$ cat config.mk
export PLATFORM = sky130hd
export DESIGN_NAME = gj_uart_tx_arb
export DESIGN_NICKNAME = d
export VERILOG_FILES = /design/src/rtl/gj_uart_pkg.sv /design/src/rtl/gj_rr_pick.sv /design/src/rtl/gj_uart_tx_arb.sv
export SDC_FILE = /design/constraint.sdc
export NUM_CORES = 1
export LEC_CHECK = 0
export CAP_MARGIN = 10
export CORE_AREA = 2 2 59 84
export DETAILED_ROUTE_END_ITERATION = 8
export DIE_AREA = 0 0 61 86
export PLACE_DENSITY = 0.79
export SLEW_MARGIN = 5
export SYNTH_ARGS = -nofsm -noshare
export SYNTH_HDL_FRONTEND = slang
export SYNTH_HIERARCHICAL = 1
export SYNTH_SLANG_ARGS = --single-unit
export TNS_END_PERCENT = 100
$ cat constraint.sdc
create_clock -name clk -period 2.4 [get_ports clk]
set_input_delay 0.72 -clock clk [delete_from_list [all_inputs] [get_ports clk]]
set_output_delay 0.72 -clock clk [all_outputs]
set_load 0.1 [all_outputs]
$ cat src/rtl/gj_uart_pkg.sv
// Shared types for the UART transmit arbiter: FSM state encoding and the
// upper bound on the number of requesters.
package gj_uart_pkg;

  localparam int MAX_N = 8;

  typedef enum logic [1:0] {
    IDLE  = 2'd0,
    XFER  = 2'd1,
    PDN   = 2'd2,
    SLEEP = 2'd3
  } state_t;

endpackage

$ cat src/rtl/gj_rr_pick.sv
// Combinational round-robin picker. Rotates the request vector right by
// ptr, isolates the lowest set bit, then rotates the result back, so the
// first requester at or after ptr (modulo N) wins. All zero with no request.
module gj_rr_pick
  import gj_uart_pkg::*;
#(
  parameter int N  = 4,
  parameter int PW = $clog2(N)
) (
  input  logic [N-1:0]  req,
  input  logic [PW-1:0] ptr,
  output logic [N-1:0]  grant
);

  logic [N-1:0] rot;
  logic [N-1:0] first;

  // Double-width rotate, lowest-bit isolate, rotate back.
  always_comb begin
    rot   = N'({req, req} >> ptr);
    first = rot & (~rot + N'(1));
    grant = N'(({first, first} << ptr) >> N);
  end

endmodule

$ cat src/rtl/gj_uart_tx_arb.sv
// Frame-granular round-robin arbiter sharing one UART transmitter between
// N AXI-Stream requesters. A grant is held from a frame's first beat to its
// tlast beat; frames longer than MAX_LEN are cut with a forced tlast and
// flagged in err_len.
// Optional transmitter power-down sequencing is built when the macro
// GJ_UART_ARB_PWRDN_EN is defined.
module gj_uart_tx_arb
  import gj_uart_pkg::*;
#(
  parameter int N       = 4,
  parameter int MAX_LEN = 256
) (
  input  logic           clk,
  input  logic           rst_n,
  input  logic           clk_en,
  input  logic [N-1:0]   s_tvalid,
  output logic [N-1:0]   s_tready,
  input  logic [8*N-1:0] s_tdata,
  input  logic [N-1:0]   s_tlast,
  output logic           m_tvalid,
  input  logic           m_tready,
  output logic [7:0]     m_tdata,
  output logic           m_tlast,
  output logic [N-1:0]   grant,
  output logic           busy,
  output logic           err_len,
  input  logic           err_clr
`ifdef GJ_UART_ARB_PWRDN_EN
  ,
  input  logic [15:0]    idle_nop,
  output logic           powerDown_tvalid,
  input  logic           powerDown_tready
`endif
);

  localparam int          PW        = $clog2(N);
  localparam logic [15:0] LAST_BEAT = 16'(MAX_LEN - 1);

  if (N < 2 || N > MAX_N) begin : g_bad_n
    $error("gj_uart_tx_arb: N must be within 2..MAX_N");
  end

  state_t          state;
  state_t          state_nxt;
  logic [PW-1:0]   ptr;
  logic [PW-1:0]   gidx;
  logic [PW-1:0]   ptr_nxt;
  logic [15:0]     beat_cnt;
  logic [N-1:0]    pick;
  logic            any_req;
  logic            take_grant;
  logic            sel_last;
  logic            hs;
  logic            hs_last;

  assign any_req = |s_tvalid;
  assign busy    = (state == XFER);
  assign hs      = m_tvalid & m_tready;
  assign hs_last = hs & m_tlast;

`ifdef GJ_UART_ARB_PWRDN_EN
  logic [15:0] idle_cnt;
  assign take_grant = any_req & ((state == IDLE) | (state == SLEEP));
`else
  logic unused_clk_en;
  assign unused_clk_en = clk_en;
  assign take_grant    = any_req & (state == IDLE);
`endif

  gj_rr_pick #(
    .N  (N),
    .PW (PW)
  ) u_pick (
    .req   (s_tvalid),
    .ptr   (ptr),
    .grant (pick)
  );

  // Encode the one-hot owner as an index and compute the pointer after it.
  always_comb begin
    gidx = '0;
    for (int i = 0; i < N; i++) begin
      if (grant[i]) gidx = PW'(i);
    end
    ptr_nxt = (gidx == PW'(N - 1)) ? '0 : gidx + PW'(1);
  end

  // State register.
  // NOTE: sequential state uses non-blocking assignments so every register
  // samples pre-edge values regardless of block ordering.
  always_ff @(posedge clk or negedge rst_n) begin
    if (!rst_n) state <= IDLE;
    else        state <= state_nxt;
  end

  // Next-state logic.
  // NOTE: each combinational output is given a default first so no path
  // through the block can leave it unassigned and infer a latch.
  always_comb begin
    state_nxt = state;
    unique case (state)
      IDLE: begin
        if (any_req) state_nxt = XFER;
`ifdef GJ_UART_ARB_PWRDN_EN
        else if (idle_nop != 16'd0 && idle_cnt == idle_nop) state_nxt = PDN;
`endif
      end
      XFER: begin
        if (hs_last) state_nxt = IDLE;
      end
`ifdef GJ_UART_ARB_PWRDN_EN
      PDN: begin
        if (powerDown_tready) state_nxt = SLEEP;
      end
      SLEEP: begin
        if (any_req) state_nxt = XFER;
      end
`endif
      default: state_nxt = IDLE;
    endcase
  end

  // Output mux: pass the granted requester straight through while in XFER.
  always_comb begin
    m_tvalid = 1'b0;
    m_tdata  = 8'h00;
    m_tlast  = 1'b0;
    sel_last = 1'b0;
    s_tready = '0;
    if (state == XFER) begin
      for (int i = 0; i < N; i++) begin
        if (grant[i]) begin
          m_tvalid = s_tvalid[i];
          m_tdata  = s_tdata[8*i +: 8];
          sel_last = s_tlast[i];
        end
      end
      m_tlast  = sel_last | (beat_cnt == LAST_BEAT);
      s_tready = grant & {N{m_tready}};
    end
`ifdef GJ_UART_ARB_PWRDN_EN
    powerDown_tvalid = (state == PDN);
`endif
  end

  // Grant, round-robin pointer and beat counter.
  always_ff @(posedge clk or negedge rst_n) begin
    if (!rst_n) begin
      grant    <= '0;
      ptr      <= '0;
      beat_cnt <= '0;
    end else if (take_grant) begin
      grant    <= pick;
      beat_cnt <= '0;
    end else if (hs) begin
      if (beat_cnt != 16'hFFFF) beat_cnt <= beat_cnt + 16'd1;
      if (m_tlast) begin
        grant <= '0;
        ptr   <= ptr_nxt;
      end
    end
  end

  // Sticky truncation flag; a set in the same cycle as err_clr wins.
  always_ff @(posedge clk or negedge rst_n) begin
    if (!rst_n)                  err_len <= 1'b0;
    else if (hs_last & ~sel_last) err_len <= 1'b1;
    else if (err_clr)            err_len <= 1'b0;
  end

`ifdef GJ_UART_ARB_PWRDN_EN
  // Idle timer: counts baud ticks only while idle with nothing requested.
  always_ff @(posedge clk or negedge rst_n) begin
    if (!rst_n)                               idle_cnt <= '0;
    else if (state != IDLE || any_req)        idle_cnt <= '0;
    else if (state_nxt == PDN)                idle_cnt <= '0;
    else if (clk_en)                          idle_cnt <= idle_cnt + 16'd1;
  end
`endif

endmodule

== Word level (Yosys, flattened, before mapping) ==
Cells that the tools add are included.

* Bitwise operators: 10
* Shift operators: 2
* Equal/unequal tests: 6
* Muxes and demuxes: 33
* Reductions and logical operators: 10
* $add $sub $neg: 3

{| class="wikitable"
|+ Operator list
! operator !! count
|-
| two-way mux 16 bit || 3
|-
| two-way mux 8 bit || 5
|-
| adder 16 x 1 -> 16 bit, second input constant || 1
|-
| == test 16 x 8 -> 1 bit, second input constant || 1
|-
| two-way mux 4 bit || 4
|-
| != test 16 bit, second input constant || 1
|-
| two-way mux 1 bit || 15
|-
| two-way mux 2 bit || 5
|-
| bitwise AND 4 bit || 2
|-
| nonzero test 2 bit || 4
|-
| left shift 8 x 2 -> 8 bit || 1
|-
| >> shifter 8 x 2 -> 4 bit || 1
|-
| AND reduction 2 bit || 3
|-
| adder 4 x 1 -> 4 bit, second input constant || 1
|-
| bitwise AND 1 bit || 4
|-
| inverter 4 bit || 1
|-
| one-hot mux 2 bit (2 select lines) || 1
|-
| OR reduction 4 bit || 1
|-
| AND reduction 3 bit || 1
|-
| adder 2 x 1 -> 2 bit, second input constant || 1
|-
| == test 2 x 1 -> 1 bit, second input constant || 1
|-
| == test 2 bit, second input constant || 1
|-
| logical NOT 2 bit || 1
|-
| != test 2 x 1 -> 1 bit, second input constant || 1
|-
| other kinds (3) || 4
|}

* Register bits after elaboration: 25
* Word-level logic and storage cells: 69

== Logic depth before layout (Yosys ltp) ==
* Depth in word-level cells: 10
* Mapped depth: 7
* Gate-level depth less buffers: 6

== By module ==
Netlist, hierarchy kept.

{| class="wikitable"
|+ Modules (own cells, without submodules)
! module !! area each (µm²) !! cells each !! instances !! sequential area each (µm²)
|-
| gj_uart_tx_arb || 1645.3 || 198 || 1 || 600.6
|-
| gj_rr_pick || 98.8 || 16 || 1 || 0.0
|}

== Least setup slack after synthesis ==
OpenSTA, ideal clock, no wires.

* Kind: flip-flop to output port
* Start: reg grant[0]
* End: out m_tlast
* Path buffers: 1
* Setup slack: -2197 ps
* Cell stages (with the launch flop): 6
* Data required time: 1680 ps
* Arrival: 3877 ps
* Path through: dfrtp_1 nor2b_1 clkbuf_1 nand2_1 a31o_2 o21ai_0

* Word-level cells in the longest chain between the ends: 7

{| class="wikitable"
|+ RTL lines
! element !! line !! RTL
|-
| start, declared || gj_uart_tx_arb.sv:24 || <nowiki>output logic [N-1:0] grant,</nowiki>
|-
| start signal, assigned || gj_uart_tx_arb.sv:153 || <nowiki>grant <= pick;</nowiki>
|-
| two-way mux 1 bit (4 in series) || gj_uart_tx_arb.sv:132 || <nowiki>if (grant[i]) begin</nowiki>
|-
| two-way mux 1 bit || gj_uart_tx_arb.sv:130 || <nowiki>if (state == XFER) begin</nowiki>
|-
| OR 1 bit || gj_uart_tx_arb.sv:138 || <nowiki>m_tlast = sel_last | (beat_cnt == LAST_BEAT);</nowiki>
|-
| two-way mux 1 bit || gj_uart_tx_arb.sv:130 ||
|-
| end, declared || gj_uart_tx_arb.sv:23 || <nowiki>output logic m_tlast,</nowiki>
|}

No other way between the ends. The select of a mux whose other input is x is not followed.

== Worst setup path in the final report ==
* Start: reg beat_cnt[9]
* End: out m_tlast

* Word-level cells in the longest chain between the ends: 3

{| class="wikitable"
|+ RTL lines
! element !! line !! RTL
|-
| start, declared || gj_uart_tx_arb.sv:48 || <nowiki>logic [15:0] beat_cnt;</nowiki>
|-
| start signal, assigned || gj_uart_tx_arb.sv:156 || <nowiki>if (beat_cnt != 16'hFFFF) beat_cnt <= beat_cnt + 16'd1;</nowiki>
|-
| == test 16 x 8 -> 1 bit || gj_uart_tx_arb.sv:138 ||
|-
| OR 1 bit || gj_uart_tx_arb.sv:138 ||
|-
| two-way mux 1 bit || gj_uart_tx_arb.sv:130 ||
|}

No other way between the ends.

==> impl_metrics.yaml <==
global_routing:
  grt_pass1_vias: 2062
  grt.total_usage: 0.2307
  grt_overflow_total: 0
  grt_max_degree: 25
  antenna_found_initial: 0
  grt_pass1_wl_um: 9246
synth:
  netlist_area_um2: 1744
  syn-num-nets: 260
  post-synth-top-count-cell: "nor2_1"
  yosysSeqAreaShare: 0.3443
  netlist_top_cells_area: "dfrtp_1 (34%), a21oi_1 (6.3%), nor2_1 (5.4%)"
  yosys.area.top_type: "dfrtp_1"
  synth_common_cells: "nor2_1 (25), dfrtp_1 (24), a21oi_1 (22)"
  syn_inst: 214
  synth.top_cell.area_share: 0.3443
  yosys_register_bits: 24
  ys.flop_type: "dfrtp_1"
  async_flop_share: 1.000
  synth-edff-count: 0
  syn_area_per_cell_um2: 8.150
  yosysUniqueCellTypes: 47
  yosysWarnings: 6
outcome:
  violations: "negative setup slack"
  outcome: "complete, but fails checks"
cts:
  cts_hold_buffers: 0
  cts_made_buffers: 3
  htreeDepth: 1
  root_buffer: "clkbuf_8"
  tritoncts: "yes"
  clock_sinks: 24
  cts_buffer_depth: 2
  clkTransAtPathRegs_ps: 90
  clk_latency_ps: 280
setup_path:
  path_max_fanout: 2
  r2r-end: "ptr[0]"
  cp_data_required_time_ps: 1680
  reg2reg_from: "beat_cnt[9]"
  critPathKind: "flop to primary output"
  end_kind: "primary output"
  cp.arrival_ps: 2160
  r2r_setup_slack_ps: 20
  worstRegToRegCells: 6
  cp-start-kind: "flop"
power:
  power_mw: 4.658
  p_per_area_nw_per_um2: 1439
  p_leak_nw: 1.399
  ir_worst_vdd_mv: 0.6968
sta:
  fin_crit_ps: 2878
  setup_viol: 10
  rsz0062_at_grt: "yes"
  drv_slew: 0
  max-slew-margin-rel: 0.5311
  worstMarginPinSlew_ps: 700.7
  max_freq_ghz: 0.3475
  worst_slack_ps: -477.8
  hold_viol: 0
  skew_ps: 4.542
  whs_ps: 538.0
  post-route-period-util: 1.199
min_path:
  hold_end: "beat_cnt[3]"
  min_path_type: "flop to flop"
  hp-start: "beat_cnt[3]"
  whs_path_depth: 1
final_layout:
  fin_nets: 361
  fin_area_um2: 3238
  final_util: 0.7255
  syn_to_final_growth_pct: 85.65
  diodes: 0
  drive_gt1_frac: 0.3854
  nFillCells: 299
  instances_no_fill: 376
floorplanning:
  die_w_um: 61
  coreArea_um2: 4463
  ioPinCount: 65
  core.rowCount: 29
  dieArea_um2: 5246
  start_util: 0.3908
  dieHeight_um: 86
place:
  place_congestion: 0.8698
  placed_cells: 362
  dp_hpwl_um: 4327
  io_buffers: 63
  place_area_um2: 2914
job:
  drv_cap: 0
route:
  first_iter_violations: 136
  drc_errors: 0
  totalWireLength_um: 6395
  firstDrtPassIters: 4
  antenna_left: 0
  route.vias.total: 2063
  wire_per_inst_um: 17.01
  via_per_inst: 5.487
[stage by stage]
step                      TNS [ps]  setup slack (ps)
after floorplan             -792.1            -215.8
after global placement       -7869            -337.0
after detailed placement     -8891            -402.7
after CTS                    -1184            -473.9
after global routing         -1932            -514.3
final                        -1284            -477.8
[state kept, by name, indices dropped and copies added (netlist names)]
| register | count |
|---|---|
| err_len | 1 |
| grant | 4 |
| ptr | 2 |
| state | 1 |
| beat_cnt | 16 |
[layout make-up]
| cell class | count | area, µm² | share of cell area |
|---|---|---|---|
| well taps | 62 | 77.57 | 0.02396 |
| repair buffers | 107 | 1142 | 0.3528 |
| multi-input cells | 173 | 1292 | 0.3991 |
| clock buffers | 3 | 41.29 | 0.01275 |
| inverters | 6 | 35.03 | 0.01082 |
| clock inverters | 1 | 30.03 | 0.009274 |
| flip-flops and latches | 24 | 619.3 | 0.1913 |
[report_power, final]
group | switching (mW) | total (mW) | leakage (nW) | internal [mW]
sequential | 0.122 | 0.618 | 0.313 | 0.497
clock | 0.142 | 0.365 | 0.0357 | 0.224
combinational | 2.22 | 3.67 | 1.05 | 1.45
total | 2.49 | 4.66 | 1.40 | 2.17
[critical path, stage by stage (launching register included)]
cell and delay [ps]:
dfrtp_1 410, or4_1 520, or3_1 320, or3_4 350
o21ai_4 80, buf_12 190
[worst max path at each step]
stage	slack, ps	to	start
floorplan	-220	m_tlast	state[0]
global placement	-340	m_tvalid	s_tvalid[0]
detailed placement	-400	beat_cnt[10]	s_tvalid[0]
CTS	-470	m_tlast	beat_cnt[9]
global route	-510	m_tlast	beat_cnt[9]
finish	-480	m_tlast	beat_cnt[9]
[what timing repair did]
item	in CTS	in global routing
endpoints found under the setup margin	17	12
buffers inserted	6	4
pin swaps	28	18
gates resized for setup	45	23
[logic make-up (layout without fill, tap and decap cells)]
kind of cell | after synthesis | in the layout | synth area share
flip-flops | 24 | 24 | 0.3443
multiplexers | 4 | 4 | 0.02870
AND/OR/NAND/NOR | 101 | 101 | 0.2934
AO/OA/AOI/OAI | 64 | 64 | 0.2583
buffers and inverters | 17 | 117 | 0.05309
adder cells (fa/ha/maj) | 1 | 1 | 0.007172
XOR/XNOR | 3 | 3 | 0.01507
[placed cells by master (no fill, tap or decap), types with 3 or more instances in the layout]
cell,n
a21oi_1,17
a21oi_2,5
a221oi_2,3
a221oi_4,4
and3_1,3
and3_2,3
buf_12,18
buf_4,39
buf_6,6
clkbuf_8,3
clkdlybuf4s50_1,18
dfrtp_1,19
dfrtp_4,5
dlygate4sd2_1,21
dlymetal6s2s_1,3
inv_1,4
nand2_1,19
nand3_1,8
nand4_1,4
nor2_1,16
nor2_4,7
nor3_1,6
nor3_2,5
o211ai_1,3
o21ai_0,8
o31ai_1,8
or3_1,6
or4_1,4
xor2_1,3
[per-layer routing]
| metal | part of all wire | GRT usage | wire, µm |
|---|---|---|---|
| met2 | 0.56 | 0.4457 | 3551 |
| met1 | 0.36 | 0.2379 | 2319 |
| met4 | 0.018 | 0.06126 | 114 |
| met5 | 0 | 0 | 0 |
| met3 | 0.064 | 0.04827 | 409 |
Note: power is estimated with default switching activity, not from simulation.
